### src/rtl/serial_transmitter_pkg.sv
// Shared definitions for the serial transmitter and its paired receiver bench.
package serial_transmitter_pkg;

  localparam int NBITS_DATA_DFLT = 4;

  typedef enum logic [1:0] {
    IDLE  = 2'd0,
    SHIFT = 2'd1,
    DONE  = 2'd2
  } tx_state_e;

  typedef struct packed {
    logic ready;
    logic shift_en;
    logic done;
    logic dout;
  } tx_out_t;

  // One spare bit so the counter can reach NBITS_DATA without wrapping.
  function automatic int cnt_width(input int n);
    return $clog2(n) + 1;
  endfunction

endpackage

### src/rtl/serial_transmitter_bit_counter.sv
// Bit counter for the transmitter: synchronous clear has priority over enable.
module bit_counter #(
  parameter int W = 3
) (
  input  logic         clk,
  input  logic         reset,
  input  logic         clear,
  input  logic         enable,
  output logic [W-1:0] count
);

  always_ff @(posedge clk or posedge reset) begin
    if (reset)       count <= '0;
    else if (clear)  count <= '0;
    else if (enable) count <= count + W'(1);
  end

endmodule

### src/rtl/serial_transmitter.sv
// LSB-first parallel-to-serial transmitter with ready/load handshake and done pulse.
module serial_transmitter
  import serial_transmitter_pkg::*;
#(
  parameter int NBITS_DATA = NBITS_DATA_DFLT
) (
  input  logic                  clk,
  input  logic                  reset,
  input  logic [NBITS_DATA-1:0] Din,
  input  logic                  load,
  output logic                  ready,
  output logic                  Dout_serie,
  output logic                  shift_en,
  output logic                  done
);

  localparam int            CW   = cnt_width(NBITS_DATA);
  localparam logic [CW-1:0] LAST = CW'(NBITS_DATA - 1);

  tx_state_e             state, nxt;
  logic [NBITS_DATA-1:0] sh;
  logic [CW-1:0]         cnt;
  logic                  accept;
  logic                  in_shift;
  tx_out_t               o;

  assign in_shift = (state == SHIFT);
  assign accept   = load && o.ready;

  bit_counter #(.W(CW)) u_cnt (
    .clk    (clk),
    .reset  (reset),
    .clear  (accept),
    .enable (in_shift),
    .count  (cnt)
  );

  always_ff @(posedge clk or posedge reset) begin
    if (reset) state <= IDLE;
    else       state <= nxt;
  end

  always_comb begin
    nxt = state;
    case (state)
      IDLE:    if (accept) nxt = SHIFT;
      SHIFT:   if (cnt == LAST) nxt = DONE;
      DONE:    nxt = accept ? SHIFT : IDLE;
      default: nxt = IDLE;
    endcase
  end

  // Outputs depend on registered state and sh only.
  always_comb begin
    o = '{ready: 1'b1, shift_en: 1'b0, done: 1'b0, dout: 1'b0};
    case (state)
      SHIFT: begin
        o.ready    = 1'b0;
        o.shift_en = 1'b1;
        o.dout     = sh[0];
      end
      DONE:    o.done = 1'b1;
      default: ;
    endcase
  end

  always_ff @(posedge clk or posedge reset) begin
    if (reset)         sh <= '0;
    else if (accept)   sh <= Din;
    else if (in_shift) sh <= {1'b0, sh[NBITS_DATA-1:1]};
  end

  assign ready      = o.ready;
  assign shift_en   = o.shift_en;
  assign done       = o.done;
  assign Dout_serie = o.dout;

endmodule

### config.mk
export PLATFORM = sky130hd
export DESIGN_NAME = serial_transmitter
export DESIGN_NICKNAME = d
export VERILOG_FILES = /design/src/rtl/serial_transmitter_pkg.sv /design/src/rtl/serial_transmitter_bit_counter.sv /design/src/rtl/serial_transmitter.sv
export SDC_FILE = /design/constraint.sdc
export NUM_CORES = 1
export LEC_CHECK = 0
export BUFFER_PORTS_ARGS = -buffer_cell sky130_fd_sc_hd__buf_2
export CAP_MARGIN = 25
export CORE_AREA = 2 2 39 41
export DETAILED_ROUTE_END_ITERATION = 8
export DIE_AREA = 0 0 41 43
export GPL_ROUTABILITY_DRIVEN = 0
export HOLD_SLACK_MARGIN = 0.15
export PLACE_DENSITY = 0.57
export SLEW_MARGIN = 20
export SYNTH_ARGS = -nofsm -noshare
export SYNTH_HDL_FRONTEND = slang
export SYNTH_HIERARCHICAL = 1
export SYNTH_SLANG_ARGS = --single-unit
### constraint.sdc
create_clock -name clk -period 1.24 [get_ports clk]
set_input_delay 0.31 -clock clk [delete_from_list [all_inputs] [get_ports clk]]
set_output_delay 0.31 -clock clk [all_outputs]
set_load 0.01 [all_outputs]
## After elaboration in Yosys (flattened, before gate mapping)

Index checks and enable logic that the tools add are counted.

| word-level totals | value |
|---|---|
| word-level logic and storage cells | 24 |
| input port bits | 7 |
| flip-flop bits (word level) | 9 |

| cells by class | value |
|---|---|
| muxes and demuxes | 11 |
| equality and inequality tests | 5 |
| reductions and logical operators | 4 |
| $add $sub $neg | 1 |

Operators with widths:

| kind | number |
|---|---|
| $mux W4 | 2 |
| $mux W2 | 3 |
| $mux W3 | 2 |
| $pmux W2 S3 | 1 |
| $add A3 B1 Y3 const B | 1 |
| $eq A3 B2 Y1 const B | 1 |
| $mux W1 | 3 |
| $eq A2 B1 Y1 const B | 1 |
| $eq A2 B2 Y1 const B | 1 |
| $logic_not A2 Y1 | 1 |
| $ne A2 B1 Y1 const B | 1 |
| $ne A2 B2 Y1 const B | 1 |
| $reduce_and A2 Y1 | 1 |
| $reduce_bool A2 Y1 | 1 |
| $logic_and A1 B1 Y1 | 1 |

## Depth between registers and ports, before layout

Gate-level depths: netlist of run 1.

| depth | value |
|---|---|
| word-level depth | 5 |
| mapped depth | 3 |
| mapped depth without buffers | 3 |

## Cells and area by module

Netlist of run 1, hierarchy kept.

By module, submodules not included:

| module | sequential area each (µm²) | area each (µm²) | cells each | instances |
|---|---|---|---|---|
| serial_transmitter | 150.1 | 306.5 | 24 | 1 |
| bit_counter | 75.1 | 140.1 | 12 | 1 |

## Worst setup path before layout of run 1

OpenSTA, ideal clock, no wires.

| timing path | value |
|---|---|
| kind | reg2reg |
| start | register state[1] |
| end | register sh[0] |
| setup slack | 0.060 ns |
| arrival time | 1.055 ns |
| stages on the path, launching flop included | 4 |
| period minus slack after synthesis | 1.180 ns |
| buffers on the path | 0 |
| cells stage by stage | dfrtp_1 > nor2b_4 > inv_2 > mux2_4 |

| between the ends | value |
|---|---|
| longest elaborated chain between the ends | 4 |
| elaborated cells on any way between the ends | 5 |

RTL lines:

| element | line | source |
|---|---|---|
| start, declared | serial_transmitter.sv:20 | `tx_state_e state, nxt;` |
| start signal, assigned | serial_transmitter.sv:40 | `else state <= nxt;` |
| $eq A2 B1 Y1 (*) | serial_transmitter.sv:56 | `case (state)` |
| $mux W2 (*) | serial_transmitter.sv:56 |  |
| via ready | serial_transmitter.sv:11 | `output logic ready,` |
| $logic_and A1 B1 Y1 (*) | serial_transmitter.sv:28 | `assign accept = load && o.ready;` |
| $mux W4 or $reduce_bool A2 Y1 (tied branches) | n/a |  |
| end signal, assigned | serial_transmitter.sv:69 | `else if (accept) sh <= Din;` |
| end signal, assigned | serial_transmitter.sv:70 | `else if (in_shift) sh <= {1'b0, sh[NBITS_DATA-1:1]};` |
| end, declared | serial_transmitter.sv:21 | `logic [NBITS_DATA-1:0] sh;` |

Mark *: on every way through the listed nets, which the timed path passes. The rest lies on a longest branch.
A chain may end at the register's enable or synchronous reset.

## Worst setup path in the final report of run 1

| timing path | value |
|---|---|
| start | register state[1] |
| end | output port ready |

| between the ends | value |
|---|---|
| longest elaborated chain between the ends | 2 |

RTL lines:

| element | line |
|---|---|
| $eq A2 B1 Y1 | serial_transmitter.sv:56 |
| $mux W2 | serial_transmitter.sv:56 |
| end, declared | serial_transmitter.sv:11 |

Every way passes these cells.

==> results of run 1 <==
==> layer usage <==
layer | vias to the layer above | wire length (um) | GRT usage, %
li1 | 160 | - | -
met2 | 10 | 388 | 18.13
met1 | 147 | 335 | 14.77
met5 | - | 0 | 0
met4 | 0 | 0 | 6.000
met3 | 0 | 61 | 9.424
==> power groups by stage <==
stage | Sequential (mW) | Clock [mW] | Combinational, mW
3_5_place_dp | 0.509 | 0 | 0.625
6_report | 0.501 | 0.227 | 0.880
3_3_place_gp | 0.507 | 0 | 0.616
4_1_cts | 0.502 | 0.238 | 0.874
5_1_grt | 0.517 | 0.261 | 0.970
2_1_floorplan | 0.487 | 0 | 0.471
==> synth_stat cells, drive strengths merged, types with 2 or more instances <==
master / instances
mux2: 6
mux2i: 2
nor2: 4
and2: 2
dfrtp: 9
inv: 4
==> kinds of logic after synthesis <==
family,count (synthesis),share of synthesized area [%]
AO/OA/AOI/OAI,3,4.762
XOR/XNOR,1,1.961
adder cells (fa/ha/maj),1,2.801
buffers and inverters,4,3.360
flip-flops,9,50.42
multiplexers,8,22.13
AND/OR/NAND/NOR,10,14.57
==> timing repair <==
action                                 CTS  global route
resized for setup                        6             3
pin swaps                                1             2
endpoints found under the hold margin    9             0
setup buffers                            5             1
setup endpoints to repair                4            10
hold buffers                             1             0
==> how the worst max path moves through the flow <==
stage	end	depth (start not counted)	start	slack (ns)
after floorplan	sh[0]$_DFFE_PP0P_	3	state[1]$_DFFE_PP0P_	0.06
after global placement	sh[2]$_DFFE_PP0P_	3	load	0.09
after detailed placement	sh[0]$_DFFE_PP0P_	3	load	0.07
after CTS	Dout_serie	3	state[1]$_DFFE_PP0P_	-0.13
after global routing	Dout_serie	3	state[1]$_DFFE_PP0P_	-0.20
final	ready	4	state[1]$_DFFE_PP0P_	-0.13
==> cell usage in the layout, fill, tap and decap left out <==
master,n
nor2_1,3
and3b_1,1
buf_2,8
a21bo_1,1
and2_1,2
inv_1,3
buf_6,5
buf_4,2
nor2b_4,1
o22ai_1,1
xnor2_1,1
dlygate4sd3_1,1
inv_4,1
mux2_4,3
mux2i_1,2
nor2_2,1
ha_1,1
mux2_1,3
clkbuf_1,1
dfrtp_1,9
nand3b_1,1
a21oi_2,1
and2b_1,1
clkbuf_4,3
==> registers in the layout, indices dropped and copies added, names as in the netlist <==
register	cells
u_cnt/count	3
sh	4
state	2
==> cell type report <==
cell class / instances / area (um^2) / area share, %
Sequential cell: 9 / 225.2 / 36.14
Multi-Input combinational cell: 23 / 212.7 / 34.14
Inverter: 4 / 17.52 / 2.811
Tap cell: 16 / 20.02 / 3.213
Clock buffer: 4 / 26.28 / 4.217
Timing Repair Buffer: 16 / 121.4 / 19.48
==> through the flow <==
stage,setup slack [ns],instances,instance area (um^2),utilization (%),power [mW]
2_1_floorplan,0.06046,36,446.7,-,0.9576
3_3_place_gp,0.08538,63,524.3,37.88,1.123
3_5_place_dp,0.07284,63,524.3,37.88,1.134
4_1_cts,-0.1299,73,623.1,45.03,1.615
5_1_grt,-0.1976,72,623.1,45.03,1.748
6_report,-0.1319,72,623.1,45.03,1.608
==> worst max-delay path, delay by kind of cell, from the launching register on <==
| kind | cells | cell delay [ns] |
|---|---|---|
| flops | 1 | 0.40 |
| buf+inv | 3 | 0.24 |
| simple gates | 1 | 0.14 |
==> results.md, run 1 <==
- I/O pin cnt: 11
- Sw power: 523.8 uW
- Root Buffer: clkbuf_4
- Synth cell types: 17
- Worst path arrival time: 1.06 ns
- Ranking of synthesized cells by area: dfrtp_1, mux2_4, mux2_1, mux2i_1, nor2_1
- Max-Cap Viols: 0
- Setup WS post-layout: -0.1319 ns
- Initial core utilization: 32.28%
- Die Area: 0.001763 mm^2
- Post-synth top flop: dfrtp_1
- Total track usage: 13.12%
- Worst path slowest cell: dfrtp_1
- Syn_nets: 44
- Initial antenna violation count: 0
- Hold Path Class: primary input to flip-flop
- FP Rows: 14
- Final setup fails: 4
- Crit. End Element: primary output
- Fin crit share: 110.6%
- LEAKAGE: 0.3336 nW
- Worst-skew pair later-pin latency: 0.26 ns
- First drt pass iteration count: 2
- Clock sink count: 9
- Sw Share: 32.57%
- Hold path depth: 3
- Antenna Cells: 0
- RR Endpoint: sh[2]$_DFFE_PP0P_
- Comb power frac: 54.7%
- Syn. warnings: 6
- Number of fill cells in the layout: 132
- Most frequent cell on the critical path: buf_6
- R2R cell count: 5
- WL final: 785 um
- Worst slew pin tran: 0.2551 ns
- Antenna-violating nets left: 0
- Min Tclk post-route: 1.372 ns
- Post-synthesis register bit count: 9
- PortBufs: 10
- CTS tree: built
- Hold Crit Endpoint: sh[3]$_DFFE_PP0P_
- H-tree levels: 1
- DP HPWL: 550.2 um
- Core area: 0.001384 mm^2
- Cell internal pwr: 1.084 mW
- Vias per cell: 4.403
- Average size of a mapped cell: 12.41 um^2
- PwrDens: 2581 mW/mm^2
- Hold slack: 0.3115 ns
- Mapped Cells: 36
- Final Max Tran Viols: 0
- Critical path, cell by cell: nor2b_4 > buf_6 > inv_4 > buf_6
- Number of synthesized flops with an enable pin: 0
- Nets: 65
- CTS Buf Count: 3
- DR iter-0 viols: 1
- R2r startpoint: state[1]$_DFFE_PP0P_
- Worst VDD drop: 1.100 mV
- Status: complete, but fails checks
- Critical path class: flip-flop to primary output
- Slew margin rel.: 82.98%
- GRT overflow: 0
- Largest net degree at the start of global routing: 8
- Ys async rst share: 100.0%
- Largest stage delay, worst path: 0.40 ns
- Post-synth top area share: 50.42%
- Worst-path clk slew: 0.06 ns
- Die Height: 43 um
- Global-route wire length before repair: 1421 um
- Area leader, netlist: dfrtp_1
- Cell Area, Synth: 446.7 um^2
- Worst clock skew: 0.008614 ns
- Routed WL per cell: 10.90 um
- Failing checks: negative setup slack
- Hold Crit Start: Din[3]
- Clock Path Buffers: 2
- Die Span X: 41 um
- DR vias: 317
- Seq pwr share: 31.2%
- R2r setup slk: 0.03 ns
- Clock power share: 14.1%
- Crit-path max FO: 3
- Seq/Total Area, Yosys: 50.42%
- Final hold vios: 0
- CP Launch Type: flip-flop
- Drt drc: 0
- Area grow syn2layout: 39.50%
- Share of cells above drive strength 1: 44.64%
- Setup TNS: -0.3922 ns
- WP data required: 0.93 ns
- Vias in the first global route: 344
- RSZ-0062 raised after global routing: yes
- Maximum clock rate: 0.7289 GHz
(Power assumes the default switching activity.)
==> inputs of run 2 (changes only) <==
Settings changed: CTS_CLUSTER_SIZE from default to 12, PLACE_DENSITY 0.57 to 0.6, SYNTH_HIERARCHICAL 1 to default.
Clock period 1.24 ns to 1.6 ns, I/O delays scaled along.
==> run 2 against run 1 <==
Compared with the run above: sequential share of layout area grew 2.5 points; highest routed layer unchanged; hold slack gained 0.090 ns; final cell count shrank 9.7%; the flow now finishes without violations; global-route usage shrank 1.9 points; flip-flop and latch count is the same; via count shrank 6.6%; sequential power shrank 24%; clock skew shrank 0.0049 ns; design area shrank 6.4%; total power shrank 34%.
==> results.md, run 2 <==
- Antenna Cells: 0
- Die Area: 0.001763 mm^2
- Placed cell areas: 538.0 um^2
- Syn_nets: 44
- WP data required: 1.20 ns
- DP HPWL: 537.3 um
- RR Endpoint: u_cnt.count[1]$_DFFE_PP0P_
- Critical path class: flip-flop to primary output
- Cell internal pwr: 720.4 uW
- Status: finished clean
- Ranking of synthesized cells by area: dfrtp_1, mux2_4, mux2i_1, ha_1, nand2b_2
- R2r startpoint: state[1]$_DFFE_PP0P_
- Global-route wire length before repair: 1235 um
- LEAKAGE: 0.3101 nW
- Worst VDD drop: 0.7188 mV
- PwrDens: 1811 mW/mm^2
- M1 WL: 351 um
- Ys async rst share: 100.0%
- Number of fill cells in the layout: 131
- Syn. warnings: 0
- Reg area: 225.2 um^2
- Routed wl met3: 66 um
- Die Height: 43 um
- CTS tree: built
- RSZ-0062 raised after global routing: yes
- Core area: 0.001384 mm^2
- CP Launch Type: flip-flop
- Max reg flops: 4
- Worst-skew pair later-pin latency: 0.26 ns
- Fin crit share: 96.93%
- Area grow syn2layout: 21.67%
- Hold Crit Endpoint: sh[3]$_DFFE_PP0P_
- CTS Buf Count: 3
- PortBufs: 10
- Final hold vios: 0
- Comb power frac: 47.7%
- Drt drc: 0
- Maximum clock rate: 0.6448 GHz
- Slew margin rel.: 75.95%
- Initial core utilization: 34.63%
- Initial antenna violation count: 0
- Top routing layer in use: met3
- First drt pass iteration count: 2
- Hold Crit Start: Din[3]
- Max-Cap Viols: 0
- Met2 wire len: 325 um
- Crit-path max FO: 5
- Fin area: 583.1 um^2
- Routed WL per cell: 11.43 um
- Root Buffer: clkbuf_4
- Synth cell types: 14
- Die Span X: 41 um
- Post-synthesis register bit count: 9
- Area leader, netlist: dfrtp_1
- DR iter-0 viols: 3
- FP Rows: 14
- Vias in the first global route: 306
- Clock power share: 16.2%
- Clock Path Buffers: 2
- Worst clock skew: 0.003742 ns
- Multi-input gate area: 227.7 um^2
- R2R cell count: 3
- Leading cell types in the layout, fill and taps excluded: buf_2, dfrtp_1, mux2_4
- Seq pwr share: 36.1%
- WL final: 743 um
- DR vias: 296
- Total track usage: 11.18%
- Largest net degree at the start of global routing: 10
- H-tree levels: 1
- Vias per cell: 4.554
- Average size of a mapped cell: 13.69 um^2
- Sw Share: 31.77%
- Sw power: 335.4 uW
- Final Max Tran Viols: 0
- Cell Area, Synth: 479.2 um^2
- Crit. End Element: primary output
- Post-synth top area share: 47.00%
- Worst path arrival time: 1.15 ns
- Nets: 59
- Post-synth top flop: dfrtp_1
- Most common cell in the synthesized netlist: dfrtp_1
- I/O pin cnt: 11
- Biggest register: sh
- Seq/Total Area, Yosys: 47.00%
- R2r setup slk: 0.45 ns
- Min Tclk post-route: 1.551 ns
- Worst slew pin tran: 0.3603 ns
- Antenna-violating nets left: 0
- Hold slack: 0.4014 ns
- Final setup fails: 0
- Hold path depth: 3
- Share of cells above drive strength 1: 53.06%
- GRT overflow: 0
- Worst-path clk slew: 0.06 ns
- Number of synthesized flops with an enable pin: 0
- Clock sink count: 9
- Mapped Cells: 35
- Post-CTS Setup Bufs: 0
- Largest regs: sh x4, u_cnt.count x3, state x2
- Hold Path Class: primary input to flip-flop
- Synth cell count leaders: dfrtp_1, mux2_4, inv_1, mux2i_1
==> run 2: changes by cell type after synthesis, sizes merged <==
cell / previous run / this run
and2b: 1 / 2
nand3b: 1 / 0
mux2: 6 / 7
a21bo: 1 / 0
mux2i: 2 / 3
buf: 0 / 1
xnor2: 1 / 0
nor2: 4 / 1
nand2b: 0 / 2
a21oi: 1 / 0
and3b: 1 / 0
ha: 1 / 2
==> run 2: through the flow <==
step                      utilization, %  instances  power, mW  TNS (ns)  setup slack [ns]
after floorplan                        -         35     0.7549         0            0.3958
after detailed placement           38.88         60     0.8646         0            0.3092
after CTS                          41.50         65      1.050         0           0.02609
final                              42.13         65      1.056         0           0.04918
after global placement             38.88         60     0.8555         0            0.3300
after global routing               42.13         65      1.146  -0.01168          -0.01168
==> run 2: worst max-delay path by stage <==
stage                              start           endpoint  cells after the start
CTS                 state[1]$_DFFE_PP0P_         Dout_serie                      3
global route        state[1]$_DFFE_PP0P_         Dout_serie                      3
floorplan           state[1]$_DFFE_PP0P_         Dout_serie                      2
global placement    state[1]$_DFFE_PP0P_         Dout_serie                      3
finish              state[1]$_DFFE_PP0P_         Dout_serie                      3
detailed placement                  load  sh[1]$_DFFE_PP0P_                      3
==> run 2: final cells by class <==
cell class | instances | area share (%)
clock buffers | 4 | 4.506
inverters | 4 | 3.004
multi-input cells | 21 | 39.06
flip-flops and latches | 9 | 38.63
well taps | 16 | 3.433
repair buffers | 11 | 11.37
==> run 2: layer usage <==
layer | track usage (%) | up-vias
li1 | - | 145
met1 | 12.71 | 139
met2 | 15.00 | 12
met3 | 9.424 | 0
met4 | 4.000 | 0
met5 | 0 | -
==> run 2: power groups by stage <==
stage	Combinational (mW)	Clock [mW]	Sequential, mW
3_3_place_gp	0.468	0	0.388
4_1_cts	0.485	0.183	0.382
5_1_grt	0.554	0.199	0.393
6_report	0.503	0.171	0.382
3_5_place_dp	0.479	0	0.385
2_1_floorplan	0.384	0	0.371
==> run 2: kinds of logic after synthesis <==
kind of cell,share of synthesized area (%)
AOI/OAI and AO/OA,1.306
buffers and inverters,6.006
muxes,28.20
and+or+nand+nor,12.27
DFF,47.00
adders and majority gates,5.221
==> run 2: what timing repair did <==
item | 4_1_cts | 5_1_grt
endpoints found under the hold margin | 9 | 0
hold buffers | 1 | 0
resized for setup | 0 | 2
setup endpoints to repair | 0 | 1
==> run 2: critical path, cell delays in order (launching register included) <==
cell     delay [ns]
dfrtp_1        0.37
and2b_4        0.29
and2_4         0.15
buf_6          0.09
==> inputs of run 3 (changes only) <==
Settings changed: ABC_AREA from default to 1, PLACE_DENSITY 0.6 to 0.58.
==> run 3 against run 2 <==
Compared with the run above: non-clock buffer count is the same; maximum frequency increased by 2.4%; total power shrank 6.2%; sequential share of layout area rose by 2.3 points; register-to-register slack gained 0.08 ns; count of clock-buffer cells in the layout stayed put; wire length increased by 8.2%; synthesized area is 5.7% lower; design area down 5.2%; largest cell class is now registers; highest routed layer is now met4.
==> results.md, run 3 <==
- Post-synth top flop: dfrtp_1
- Area grow syn2layout: 22.44%
- Worst path slowest cell: dfrtp_1
- WP data required: 1.20 ns
- Area leader, netlist: dfrtp_1
- WL final: 804 um
- Biggest register: sh
- DP HPWL: 556.8 um
- CP Launch Type: flip-flop
- I/O pin cnt: 11
- PortBufs: 10
- Syn_nets: 56
- Final setup fails: 0
- Antenna Cells: 0
- Crit-path max FO: 17
- Met1 Use GR: 14.80%
- Ys async rst share: 100.0%
- Number of synthesized flops with an enable pin: 0
- First drt pass iteration count: 4
- Hold Path Class: primary input to flip-flop
- R2R cell count: 3
- Syn. warnings: 0
- Synth cell types: 13
- Largest stage delay, worst path: 0.41 ns
- RSZ-0062 raised after global routing: no
- Core area: 0.001384 mm^2
- Final core utilization: 39.96%
- H-tree levels: 1
- GRT overflow: 0
- Clock Path Buffers: 2
- Most common cell in the synthesized netlist: nand3_1
- Worst path arrival time: 1.11 ns
- Initial core utilization: 32.64%
- Die Area: 0.001763 mm^2
- Hold Crit Start: Din[2]
- Global-route wire length before repair: 1214 um
- Post-synth top area share: 49.86%
- Synth cell count leaders: nand3_1, dfrtp_1, inv_1, nand2_1, nor2_1
- Cell Area, Synth: 451.7 um^2
- Final hold vios: 0
- PwrDens: 1791 mW/mm^2
- Met2 Use GR: 13.13%
- Critical path, cell by cell: inv_2 > nand2_8 > nor2_1 > buf_2
- Mapped Cells: 47
- Cell family with most CP delay: flip-flops
- Slew margin rel.: 76.79%
- Placed insts: 72
- Worst slew pin tran: 0.3478 ns
- Worst-path clk slew: 0.06 ns
- LEAKAGE: 0.2826 nW
- Status: finished clean
- Initial antenna violation count: 0
- WP depth: 4
- Share of cells above drive strength 1: 34.43%
- Min Tclk post-route: 1.514 ns
- Setup TNS: 0 ns
- Final Max Tran Viols: 0
- Max reg flops: 4
- Ranking of synthesized cells by area: dfrtp_1, nand3_1, ha_1, inv_1, nand2_1
- CTS tree: built
- Fin crit share: 94.64%
- Max-Cap Viols: 0
- Largest regs: sh x4, u_cnt.count x3, state x2
- Critical path class: flip-flop to primary output
- Vias per cell: 4.390
- GR Util met3: 3.141%
- R2r setup slk: 0.53 ns
- DR vias: 338
- Maximum clock rate: 0.6604 GHz
- Seq/Total Area, Yosys: 49.86%
- Drt drc: 0
- Leading cell types in the layout, fill and taps excluded: nand3_1, buf_2, dfrtp_1
- Clock sink count: 9
- Antenna-violating nets left: 0
- Critical Path Sink: Dout_serie
- Worst-skew pair later-pin latency: 0.26 ns
- Final Instance Count excl. Fillers: 77
- Nets: 71
- DR iter-0 viols: 5
- FP Rows: 14
- Vias in the first global route: 293
- Die Span X: 41 um
- Total track usage: 11.22%
- Routed WL per cell: 10.44 um
- Commonest non-fill, non-tap cell in the layout: nand3_1
- Root Buffer: clkbuf_4
- Crit. End Element: primary output
- Die Height: 43 um
- RR Endpoint: u_cnt.count[2]$_DFFE_PP0P_
- Critical path startpoint: state[1]$_DFFE_PP0P_
- Average size of a mapped cell: 9.610 um^2
- Busiest grt layer: met1
- R2r startpoint: u_cnt.count[0]$_DFFE_PP0P_
- CTS Buf Count: 3
- Worst VDD drop: 0.5693 mV
- Largest net degree at the start of global routing: 18
- Post-synthesis register bit count: 9
- Worst clock skew: 0.005030 ns
- CP Buf/Inv Count: 2
run 3: cell types whose count changed in the layout (fill, tap and decap cells not counted), moves of 2 or more:
cell      before  now
inv_1          3    6
nor2_1         1    3
nand3_1        0   12
nand2_1        0    6
o21ai_2        0    2
mux2_4         7    0
mux2i_1        3    0
nand2b_2       2    0
nand3_2        0    2
run 3: cells by family after synthesis:
kind of cell,synth area share [%]
buffers and inverters,9.139
adders and majority gates,5.539
DFF,49.86
and+or+nand+nor,30.19
AOI/OAI and AO/OA,5.265
run 3: metrics by stage:
stage | power [mW] | worst slack [ns] | hold slack, ns | area [um^2]
3_3_place_gp | 0.7906 | 0.3688 | 0.3847 | 506.7
6_report | 0.9907 | 0.08574 | 0.3854 | 553.0
3_5_place_dp | 0.7990 | 0.3578 | 0.3859 | 506.7
2_1_floorplan | 0.7360 | 0.3431 | 0.2279 | 451.7
4_1_cts | 0.9848 | 0.05915 | 0.3787 | 543.0
5_1_grt | 1.084 | 0.0002217 | 0.3926 | 553.0
run 3: layout make-up:
cell class                      count  area, um^2
Multi-Input combinational cell     30       193.9
Tap cell                           16       20.02
Inverter                            7       26.28
Sequential cell                     9       226.5
Clock buffer                        4       26.28
Timing Repair Buffer               11       60.06
Fill cell                         141       830.8
run 3: worst min path at each step:
stage / slack [ns] / cells past startpoint / end
finish: 0.39 / 3 / sh[2]$_DFFE_PP0P_
global route: 0.39 / 3 / sh[3]$_DFFE_PP0P_
CTS: 0.38 / 3 / sh[3]$_DFFE_PP0P_
detailed placement: 0.39 / 2 / state[1]$_DFFE_PP0P_
global placement: 0.38 / 2 / state[1]$_DFFE_PP0P_
floorplan: 0.23 / 1 / sh[0]$_DFFE_PP0P_
run 3: power breakdown:
group | total [mW] | internal, mW | switching (mW)
Clock | 0.174 | 0.0960 | 0.0780
Combinational | 0.418 | 0.172 | 0.245
Sequential | 0.399 | 0.324 | 0.0753
Total | 0.991 | 0.592 | 0.399
run 3: what timing repair did:
item | 4_1_cts | 5_1_grt
hold buffers | 1 | 0
endpoints found under the setup margin | 0 | 1
buffers inserted | 0 | 0
hold endpoints to repair | 9 | 0
resized for setup | 0 | 2
run 3: per-layer routing:
metal	vias up	share of wire, %
li1	182	-
met1	144	50
met2	10	42
met3	2	6.2
met4	0	1.7
met5	-	0
run 3: tightest hold or removal path, delay by kind of cell:
kind / cells / cell delay (ns)
and+or+nand+nor: 2 / 0.13
buffers and inverters: 1 / 0.08
